### config.mk
export PLATFORM = sky130hd
export DESIGN_NAME = wb_spi_master
export DESIGN_NICKNAME = d
export VERILOG_FILES = /design/src/rtl/wb_spi_master.sv
export SDC_FILE = /design/constraint.sdc
export NUM_CORES = 1
export LEC_CHECK = 0
export CORE_MARGIN = 4
export CORE_UTILIZATION = 55
export CTS_CLUSTER_SIZE = 14
export DETAILED_ROUTE_END_ITERATION = 12
export PLACE_DENSITY = 0.78
export SLEW_MARGIN = 5
export SYNTH_ARGS = -nofsm -noshare
export SYNTH_HDL_FRONTEND = slang
export SYNTH_SLANG_ARGS = --single-unit
### constraint.sdc
create_clock -name clk -period 10.3 [get_ports clk]
set_clock_uncertainty 0.1 [all_clocks]
set_input_delay 1.03 -clock clk [delete_from_list [all_inputs] [get_ports clk]]
set_output_delay 1.03 -clock clk [all_outputs]
set_load 0.02 [all_outputs]
### src/rtl/wb_spi_master.sv
`default_nettype none
// ============================================================================
// Module      : wb_spi_master
// Description : Wishbone-controlled SPI master, mode 0, MSB first, 1-4 bytes.
// Revision    : 1.0 - initial release
// ============================================================================
module wb_spi_master #(
    parameter logic [7:0] DEFAULT_DIV = 8'd3
) (
    input  logic        clk,
    input  logic        rst,
    input  logic        i_wb_cyc,
    input  logic        i_wb_stb,
    input  logic        i_wb_we,
    input  logic [1:0]  i_wb_adr,
    input  logic [31:0] i_wb_dat,
    output logic [31:0] o_wb_dat,
    output logic        o_wb_ack,
    output logic        sck,
    output logic        ssn,
    output logic        mosi,
    input  logic        miso,
    output logic        o_irq
);

    localparam logic [1:0] c_ADR_CTRL   = 2'd0;
    localparam logic [1:0] c_ADR_STATUS = 2'd1;
    localparam logic [1:0] c_ADR_TXDATA = 2'd2;
    localparam logic [1:0] c_ADR_RXDATA = 2'd3;

    typedef enum logic [0:0] {
        ST_IDLE  = 1'b0,
        ST_SHIFT = 1'b1
    } state_t;

    state_t      r_state;
    logic        r_ack;
    logic [31:0] r_dat;
    logic        r_ss_assert;
    logic        r_irq_en;
    logic [1:0]  r_len;
    logic [7:0]  r_clk_div;
    logic        r_rx_valid;
    logic        r_overrun;
    logic [31:0] r_rx_data;
    logic [31:0] r_shift_tx;
    logic [31:0] r_shift_rx;
    logic [7:0]  r_div_cnt;
    logic [5:0]  r_bit_cnt;
    logic        r_sck;
    logic        r_ssn;

    logic        w_acc;
    logic        w_wr;
    logic        w_rx_read;
    logic        w_busy;
    logic [31:0] w_tx_aligned;
    logic [31:0] w_rd_mux;

    // The ~r_ack term keeps a held strobe from being acknowledged twice in a row.
    assign w_acc     = i_wb_cyc & i_wb_stb & ~r_ack;
    assign w_wr      = w_acc & i_wb_we;
    assign w_rx_read = w_acc & ~i_wb_we & (i_wb_adr == c_ADR_RXDATA);
    assign w_busy    = (r_state == ST_SHIFT);

    // Left-align the active bytes so the first bit to send is always bit 31.
    assign w_tx_aligned = i_wb_dat << {~r_len, 3'b000};

    always_comb begin
        w_rd_mux = 32'd0;
        case (i_wb_adr)
            c_ADR_CTRL:   w_rd_mux = {8'd0, r_clk_div, 6'd0, r_len, 6'd0, r_irq_en, r_ss_assert};
            c_ADR_STATUS: w_rd_mux = {29'd0, r_overrun, r_rx_valid, w_busy};
            c_ADR_RXDATA: w_rd_mux = r_rx_data;
            default:      w_rd_mux = 32'd0;
        endcase
    end

    always_ff @(posedge clk or posedge rst) begin
        if (rst) begin
            r_state     <= ST_IDLE;
            r_ack       <= 1'b0;
            r_dat       <= 32'd0;
            r_ss_assert <= 1'b0;
            r_irq_en    <= 1'b0;
            r_len       <= 2'd3;
            r_clk_div   <= DEFAULT_DIV;
            r_rx_valid  <= 1'b0;
            r_overrun   <= 1'b0;
            r_rx_data   <= 32'd0;
            r_shift_tx  <= 32'd0;
            r_shift_rx  <= 32'd0;
            r_div_cnt   <= 8'd0;
            r_bit_cnt   <= 6'd0;
            r_sck       <= 1'b0;
            r_ssn       <= 1'b1;
        end else begin
            r_ack <= w_acc;
            if (w_acc) begin
                r_dat <= w_rd_mux;
            end

            if (w_rx_read) begin
                r_rx_valid <= 1'b0;
            end

            if (w_wr) begin
                case (i_wb_adr)
                    c_ADR_CTRL: begin
                        if (w_busy) begin
                            r_overrun <= 1'b1;
                        end else begin
                            r_ss_assert <= i_wb_dat[0];
                            r_irq_en    <= i_wb_dat[1];
                            r_len       <= i_wb_dat[9:8];
                            r_clk_div   <= i_wb_dat[23:16];
                            r_ssn       <= ~i_wb_dat[0];
                        end
                    end
                    c_ADR_STATUS: begin
                        if (i_wb_dat[2]) begin
                            r_overrun <= 1'b0;
                        end
                    end
                    c_ADR_TXDATA: begin
                        if (w_busy) begin
                            r_overrun <= 1'b1;
                        end else begin
                            r_state    <= ST_SHIFT;
                            r_div_cnt  <= r_clk_div;
                            r_sck      <= 1'b0;
                            r_bit_cnt  <= {({1'b0, r_len} + 3'd1), 3'b000};
                            r_shift_tx <= w_tx_aligned;
                            r_shift_rx <= 32'd0;
                        end
                    end
                    default: ;
                endcase
            end

            // Completion is evaluated last so its rx_valid/overrun updates win.
            if (w_busy) begin
                if (r_div_cnt != 8'd0) begin
                    r_div_cnt <= r_div_cnt - 8'd1;
                end else begin
                    r_div_cnt <= r_clk_div;
                    r_sck     <= ~r_sck;
                    if (!r_sck) begin
                        r_shift_rx <= {r_shift_rx[30:0], miso};
                    end else begin
                        r_bit_cnt <= r_bit_cnt - 6'd1;
                        if (r_bit_cnt == 6'd1) begin
                            r_state    <= ST_IDLE;
                            r_rx_data  <= r_shift_rx;
                            r_rx_valid <= 1'b1;
                            if (r_rx_valid) begin
                                r_overrun <= 1'b1;
                            end
                        end else begin
                            r_shift_tx <= {r_shift_tx[30:0], 1'b0};
                        end
                    end
                end
            end
        end
    end

    assign o_wb_ack = r_ack;
    assign o_wb_dat = r_dat;
    assign sck      = r_sck;
    assign ssn      = r_ssn;
    assign mosi     = r_shift_tx[31];
    assign o_irq    = r_rx_valid & r_irq_en;

endmodule
`default_nettype wire

-- Yosys cells after proc, flatten, opt, wreduce, memory -nomap -nowiden
Cells that the tools add are included.
Widths: inputs -> output; s select.
- bits of input ports: 40
- logic and storage cells: 94
- register bits: 160
- bitwise gates (word level): 13
- reductions and logical operators: 8
- add/sub/neg operators: 3
- equality and inequality tests: 4
- multiplexer cells: 49
- shift operators: 1
- operators with widths (operator ; count):
    $mux 32 ; 13
    $pmux 32 s3 ; 1
    $mux 6 ; 6
    $mux 8 ; 4
    $shl 32x5->32 ; 1
    $mux 1 ; 24
    $reduce_bool 8->1 ; 1
    $sub 8x1->8 const B ; 1
    $and 1x1->1 ; 6
    $eq 6x1->1 const B ; 1
    $not 1->1 ; 6
    $sub 6x1->6 const B ; 1
    $eq 2x2->1 const B ; 2
    $reduce_and 4->1 ; 1
    $reduce_bool 2->1 ; 2
    $add 2x1->3 const B ; 1
    $reduce_and 3->1 ; 1
    $eq 2x1->1 const B ; 1
    $logic_not 2->1 ; 1
    $not 2->2 ; 1
    $pmux 1 s2 ; 1
    $reduce_and 2->1 ; 1
    $reduce_or 2->1 ; 1

-- Depth between registers and ports, before layout
Gate-level depths: netlist of run 1.
- word-level depth: 9
- gate-level depth with buffers: 8

-- Worst setup path before layout of run 1
OpenSTA, ideal clock, no wires.
- path kind: input to register
- start: input port i_wb_adr[1]
- end: register r_shift_tx[26]
- setup time: 125 ps
- data arrival time: 2479 ps
- stages: 6
- slack: 7596 ps
- cell sequence: buf_2 nand3b_2 nor3_4 buf_4 mux2_2 mux2_2
- word-level cells in the longest chain between the ends: 7
- RTL lines (what ; RTL line ; text):
    start, declared ; 15 ; input logic [1:0] i_wb_adr,
    $eq 2x2->1 (*) ; 108 ; case (i_wb_adr)
    $mux 32 (*) ; 108 ;
    $mux 32 (*) ; 107 ; if (w_wr) begin
    $mux 32 ; 152 ; if (r_bit_cnt == 6'd1) begin
    $mux 32 ; 148 ; if (!r_sck) begin
    $mux 32 ; 143 ; if (r_div_cnt != 8'd0) begin
    $mux 32 (*) ; 142 ; if (w_busy) begin
    end signal, assigned ; 133 ; r_shift_tx <= w_tx_aligned;
    end signal, assigned ; 160 ; r_shift_tx <= {r_shift_tx[30:0], 1'b0};
    end, declared ; 46 ; logic [31:0] r_shift_tx;
Every way passes the cells marked *; elsewhere a longest branch is shown, timed or not.
A chain may end at the register's enable or synchronous reset.

-- Final worst setup path of run 1
- start: input port i_wb_adr[1]
- end: register r_shift_tx[27]
Same word-level chain as after synthesis.

==> PnR_summary.wiki, run 1 <==
{| class="wikitable"
! Metric !! Value
|-
| Destination of the critical timing path || r_shift_tx[27]$_DFF_PP0_
|-
| Combined area of the multi-input logic cells || 3180 um^2
|-
| Largest net degree at the start of global routing || 83
|-
| IR drop worst, VDD || 0.103 mV
|-
| First-pass detailed-route iteration total || 5
|-
| Deepest clock path buffer count || 2
|-
| Largest fanout on the critical path || 27
|-
| Antenna violations before repair || 0
|-
| Top routing layer in use || met4
|-
| FF-to-FF End || r_rx_data[2]$_DFFE_PP0P_
|-
| Number of DRC markers in iteration 0 || 536
|-
| Start point of the critical path || i_wb_adr[1]
|-
| Share of synthesized registers carrying an async set or reset || 100%
|-
| Post-synth EDFFs || 0
|-
| Later-pin clock latency in the skew report || 420 ps
|-
| R2r worst-path depth || 7
|-
| Detailed route wirelength on metal3 || 970 um
|-
| Post-route DRC || 0
|-
| Final hold violations || 0
|-
| Master cell of the clock root buffer || clkbuf_16
|-
| Clock transition time at the flip-flop clock pins of the worst setup and hold paths || 60 ps
|-
| Number of input and output port buffers inserted || 76
|-
| Synth cell types || 54
|-
| Routed length on met1 || 7930 um
|-
| Post-layout utilization of the core || 66.7%
|-
| Final-layout fill cell count || 947
|-
| Aggregate global routing overflow || 0
|-
| Largest cells by area after synthesis || dfrtp_1 (52%), mux2_2 (15%), a22o_1 (4.2%), nand2_1 (2.8%), a221oi_1 (2.1%)
|-
| Avg Cell Area, Syn || 12.0 um^2
|-
| Data required time of the worst path || 10,500 ps
|-
| H-tree levels || 4
|-
| Launching point of the worst reg2reg path || r_div_cnt[0]$_DFFE_PP0P_
|-
| Seq/Total Area, Yosys || 53.6%
|-
| Die area || 15,500 um^2
|-
| Number of antenna diodes || 0
|-
| Final critical path time including I/O delays and setup || 3620 ps
|-
| Worst Setup Path Type || in -> reg
|-
| Final cycle utilization of the critical path || 35.2%
|-
| Flop2flop setup slack || 7290 ps
|-
| Element type at the critical path start || input port
|-
| Least-Margin Pin Slew || 1220 ps
|-
| Wirelength, routed || 17,800 um
|-
| Fraction of layout cells with a size suffix above 1 || 22.7%
|-
| Static Leak || 4.03 nW
|-
| First-pass GRT wire length || 29,600 um
|-
| Routed wire length per instance || 20.4 um
|-
| Crit path DAT || 3820 ps
|-
| Total Negative Setup Slacks || 0 ps
|-
| Clock tree from TritonCTS || done
|-
| DP HPWL || 11,100 um
|-
| Count of pins on the block boundary || 77
|-
| Max-slew violation count || 0
|-
| Cells after Synth || 626
|-
| Post-detailed-route via-to-cell ratio || 6.20
|-
| Setup repair after global routing missed its margin || no
|-
| Global routing usage summed across all routing layers || 23.7%
|-
| P&R area growth vs syn || 18.5%
|-
| Area of the core || 13,300 um^2
|-
| Leading post-synthesis cells by instance count || dfrtp_1 (155), mux2_2 (99), nand2_1 (55)
|-
| Power density over the cells || 196 nW/um^2
|-
| CTS buffer count || 17
|-
| Fmax || 276 MHz
|-
| Effective utilization at floorplan || 56.3%
|-
| Top_reg_cell synth || dfrtp_1
|-
| Residual antenna-violating net count after detailed routing || 0
|-
| Row count || 42
|-
| Number of violations of the max-capacitance limit || 0
|-
| Syn_nets || 671
|-
| HP Class || reg -> reg
|-
| Clock net sink count || 160
|-
| Top cell type by total area after synthesis || dfrtp_1
|-
| Routability-driven placement congestion ratio || 0.855
|-
| Post-synthesis register bit count || 160
|-
| Count of cells resized by post-cts repair || 0
|-
| Number of global-route vias before repair || 5,583
|-
| Count of final setup violators || 0
|-
| Number of setup buffers added after CTS || 0
|-
| Detailed route wirelength on metal2 || 8460 um
|-
| Worst relative slew slack || 18.7%
|-
| Footprint of the flip-flops and latches || 4010 um^2
|-
| Quantity of hold-fixing buffers added after cts || 0
|-
| Yosys top cell area share || 51.8%
|-
| Chip Height || 125 um
|-
| Total standard cell area after synthesis || 7480 um^2
|-
| Nets || 728
|-
| Horizontal die dimension || 125 um
|-
| Via count || 5,407
|-
| Total number of yosys warnings || 0
|-
| Critical Path End Type || flip-flop
|-
| Outcome || complete, no violations
|-
| Most frequent cell after synthesis || dfrtp_1
|}
registers in the layout (all words and copies together) (netlist names):
signal	cells
o_wb_ack	1
o_wb_dat	32
r_bit_cnt	6
r_clk_div	8
r_div_cnt	8
r_irq_en	1
r_len	2
r_overrun	1
r_rx_data	32
r_rx_valid	1
r_shift_rx	32
r_shift_tx	32
r_ss_assert	1
r_state	1
sck	1
ssn	1
stage by stage:
| step | setup WS [ps] | area, um^2 | power [mW] | hold WS, ps | instances |
|---|---|---|---|---|---|
| after floorplan | 4860 | 7480 | 1.01 | 361 | 626 |
| after global placement | 6430 | 8290 | 1.10 | 351 | 840 |
| after detailed placement | 6320 | 8290 | 1.12 | 359 | 840 |
| after CTS | 6740 | 8870 | 1.74 | 375 | 872 |
| after global routing | 6580 | 8870 | 1.81 | 393 | 872 |
| final | 6680 | 8870 | 1.74 | 369 | 872 |
routing by layer:
layer / vias to the layer above / global-route usage (%)
met5: - / 0
met4: 0 / 7.61
met3: 40 / 5.75
met2: 202 / 36.5
met1: 2756 / 33.2
li1: 2409 / -
area by class of cell:
| type | instances | area share (%) |
|---|---|---|
| Clock inverter | 11 | 1.48 |
| Inverter | 12 | 0.564 |
| Multi-Input combinational cell | 408 | 35.9 |
| Tap cell | 176 | 2.48 |
| Timing Repair Buffer | 84 | 9.26 |
| Clock buffer | 21 | 5.08 |
| Sequential cell | 160 | 45.2 |
critical path: stages:
cell	delay [ps]
clkdlybuf4s50_1	650
nand3b_2	410
nor3_4	1030
mux2_2	420
mux2_2	260
report_power, final:
| part | leakage (nW) | switching (mW) | internal [mW] | total, mW |
|---|---|---|---|---|
| registers | 2.13 | 0.0979 | 0.704 | 0.802 |
| logic | 1.62 | 0.151 | 0.164 | 0.315 |
| clock network | 0.280 | 0.255 | 0.366 | 0.621 |
| total | 4.03 | 0.504 | 1.23 | 1.74 |
kinds of logic (layout without fill, tap and decap cells):
kind of cell	Yosys count	after routing	synth area share, %
AND/OR/NAND/NOR	165	165	10.9
flip-flops	160	160	53.6
AO/OA/AOI/OAI	123	123	12.6
multiplexers	115	115	18.2
buffers and inverters	58	128	3.86
adder cells (fa/ha/maj)	5	5	0.836
cell usage in the layout, fill, tap and decap left out, drive strengths merged, types with 7 or more instances in the layout:
cell type      instances
mux2i                  8
inv                   14
mux4                   7
o31ai                 19
nand3b                 8
dfrtp                155
o21ai                 21
mux2                 100
clkbuf                21
nand3                 30
a22o                  36
nor2                  43
clkdlybuf4s50         76
a221oi                18
buf                    8
a21oi                  7
nand2                 55
how the worst min path moves through the flow:
stage | startpoint | to | slack (ps) | cells after the start
3_5_place_dp | o_wb_dat[29]$_DFFE_PP0N_ | o_wb_dat[29]$_DFFE_PP0N_ | 360 | 2
3_3_place_gp | o_wb_dat[29]$_DFFE_PP0N_ | o_wb_dat[29]$_DFFE_PP0N_ | 350 | 2
2_1_floorplan | r_shift_rx[31]$_DFF_PP0_ | r_shift_rx[31]$_DFF_PP0_ | 360 | 1
5_1_grt | o_wb_dat[29]$_DFFE_PP0N_ | o_wb_dat[29]$_DFFE_PP0N_ | 390 | 2
4_1_cts | o_wb_dat[5]$_DFFE_PP0N_ | o_wb_dat[5]$_DFFE_PP0N_ | 380 | 2
6_report | o_wb_dat[5]$_DFFE_PP0N_ | o_wb_dat[5]$_DFFE_PP0N_ | 370 | 2
Note: power is estimated with default switching activity, not from simulation.
==> run 2: changes to the inputs <==
Settings changed: CORE_UTILIZATION 55 to 51, PLACE_DENSITY 0.78 to 0.76.
Clock period 10.3 ns to 2.9 ns, I/O delays scaled along.
==> PnR_summary.wiki, run 2 (synthesis gave the netlist of run 1 again) <==
{| class="wikitable"
! Metric !! Value
|-
| Outcome || complete, no violations
|-
| Critical-path top delay cell || dfrtp_1
|-
| Largest net degree at the start of global routing || 67 (-19%)
|-
| IR drop worst, VDD || 0.475 mV (+360%)
|-
| Effective utilization at floorplan || 51.7% (-4.6 points)
|-
| Global routing usage summed across all routing layers || 22.6% (-1.1 points)
|-
| Post-route DRC || 0 (unchanged)
|-
| Number of setup buffers added after CTS || 0 (unchanged)
|-
| Largest fanout on the critical path || 32 (+19%)
|-
| FF-to-FF End || r_shift_tx[27]$_DFF_PP0_
|-
| Worst Setup Path Type || reg -> reg
|-
| Commonest cells after routing, fill and taps aside || dfrtp_1 (155), mux2_2 (99), clkdlybuf4s50_1 (76)
|-
| Fraction of layout cells with a size suffix above 1 || 24.4% (+1.7 points)
|-
| Number of antenna diodes || 0 (unchanged)
|-
| Final critical path time including I/O delays and setup || 2540 ps
|-
| Final-layout fill cell count || 1,107 (+17%)
|-
| Element type at the critical path start || flip-flop
|-
| Antenna violations before repair || 0 (unchanged)
|-
| Nets || 741 (+1.8%)
|-
| Setup repair after global routing missed its margin || no
|-
| Total Negative Setup Slacks || 0 ps (unchanged)
|-
| Static Leak || 4.15 nW (+3.1%)
|-
| Horizontal die dimension || 129 um (+3.6%)
|-
| Least-Margin Pin Slew || 870 ps (-349 ps)
|-
| Routed wire length per instance || 20.4 um (-0.12%)
|-
| Die area || 16,700 um^2 (+7.3%)
|-
| Launching point of the worst reg2reg path || r_div_cnt[0]$_DFFE_PP0P_
|-
| Post-detailed-route via-to-cell ratio || 6.15 (-0.81%)
|-
| DP HPWL || 11,800 um (+5.5%)
|-
| Instance count after placement with tap cells included || 861 (+2.5%)
|-
| Count of final setup violators || 0 (unchanged)
|-
| Data required time of the worst path || 3110 ps (-7390 ps)
|-
| Quantity of hold-fixing buffers added after cts || 0 (unchanged)
|-
| R2r worst-path depth || 7 (unchanged)
|-
| CP bufs+invs || 2 (+1)
|-
| Count of pins on the block boundary || 77 (unchanged)
|-
| Layout Cells excl Fill || 892 (+2.3%)
|-
| Final hold violations || 0 (unchanged)
|-
| Max-slew violation count || 0 (unchanged)
|-
| Critical Path, Cell by Cell || inv_1, ha_1, nor4b_4, nand3_1, nor2_2, buf_12, mux2_2
|-
| Post-layout utilization of the core || 63.0% (-3.7 points)
|-
| Clock net sink count || 160 (unchanged)
|-
| Area of the core || 14,500 um^2 (+8.9%)
|-
| Later-pin clock latency in the skew report || 420 ps (about the same)
|-
| CTS buffer count || 17 (unchanged)
|-
| P&R area growth vs syn || 22.0%
|-
| Worst path top cell family by delay || simple AND/OR/NAND/NOR gates
|-
| Critical Path End Type || flip-flop
|-
| Final cycle utilization of the critical path || 87.5%
|-
| CP max stage delay || 420 ps (-610 ps)
|-
| Number of global-route vias before repair || 5,699 (+2.1%)
|-
| Fmax || 394 MHz
|-
| Deepest clock path buffer count || 2 (unchanged)
|-
| Count of cells resized by post-cts repair || 0 (unchanged)
|-
| Power density over the cells || 709 nW/um^2 (+260%)
|-
| Most common library cell in the layout ignoring fill and taps || dfrtp_1
|-
| Flop2flop setup slack || 360 ps (-6930 ps)
|-
| Number of input and output port buffers inserted || 76 (unchanged)
|-
| Row count || 44 (+4.8%)
|-
| Via count || 5,486 (+1.5%)
|-
| Routability-driven placement congestion ratio || 0.833 (-2.6%)
|-
| First-pass detailed-route iteration total || 5 (unchanged)
|-
| Total chip power || 6.47 mW (+270%)
|-
| Clock tree from TritonCTS || done
|-
| Residual antenna-violating net count after detailed routing || 0 (unchanged)
|-
| Wirelength, routed || 18,200 um (+2.2%)
|-
| Clock transition time at the flip-flop clock pins of the worst setup and hold paths || 70 ps (about the same)
|-
| First-pass GRT wire length || 29,500 um (-0.23%)
|-
| Number of violations of the max-capacitance limit || 0 (unchanged)
|-
| Chip Height || 129 um (+3.6%)
|-
| Crit path DAT || 2740 ps (-1080 ps)
|-
| Master cell of the clock root buffer || clkbuf_16
|-
| Aggregate global routing overflow || 0 (unchanged)
|-
| Number of logic stages on the critical path including buffering || 7 (+2)
|-
| Number of DRC markers in iteration 0 || 497 (-7.3%)
|-
| Worst relative slew slack || 41.8% (+23 points)
|-
| HP Class || in -> async
|-
| H-tree levels || 4 (unchanged)
|}
## run 2: changes by cell type in the layout (fill, tap and decap cells not counted), sizes merged
cell / previous run / this run
inv: 14 / 12
clkbuf: 21 / 19
clkinv: 5 / 6
buf: 8 / 21
clkinvlp: 2 / 1
bufinv: 2 / 5
## run 2: worst max path at each step
stage / from / slack, ps / endpoint
detailed placement: i_wb_adr[1] / 390 / r_clk_div[5]$_DFFE_PP0P_
global route: r_div_cnt[1]$_DFFE_PP0P_ / 270 / r_shift_tx[27]$_DFF_PP0_
global placement: i_wb_adr[1] / 450 / r_irq_en$_DFFE_PP0P_
finish: r_div_cnt[0]$_DFFE_PP0P_ / 360 / r_shift_tx[27]$_DFF_PP0_
CTS: r_div_cnt[0]$_DFFE_PP0P_ / 370 / r_shift_tx[3]$_DFF_PP0_
floorplan: rst / 490 / o_wb_ack$_DFF_PP0_
## run 2: per-stage QoR
| stage | cell area, um^2 | hold slack [ps] | setup slack, ps |
|---|---|---|---|
| 2_1_floorplan | 7490 | 268 | 485 |
| 3_3_place_gp | 8470 | 352 | 449 |
| 3_5_place_dp | 8470 | 355 | 388 |
| 4_1_cts | 9130 | 167 | 369 |
| 5_1_grt | 9130 | 189 | 267 |
| 6_report | 9130 | 155 | 363 |
## run 2: final cells by class
type	count	area (um^2)	share of cell area [%]
inverter	12	48.8	0.535
multi-input combinational	408	3180	34.9
clock buffer	19	453	4.96
clock inverter	12	206	2.26
tap	184	230	2.52
timing repair buffer	97	993	10.9
sequential	160	4010	43.9
## run 2: metal layers
metal	global-route usage, %	wire [um]	vias up
li1	-	-	2432
met1	30.2	7760	2818
met2	36.7	8850	196
met3	4.99	1130	40
met4	8.03	407	0
met5	0	0	-
## run 2: where the power goes
| group | switching (mW) | internal, mW |
|---|---|---|
| Clock | 0.909 | 1.58 |
| Combinational | 0.581 | 0.605 |
| Sequential | 0.299 | 2.50 |
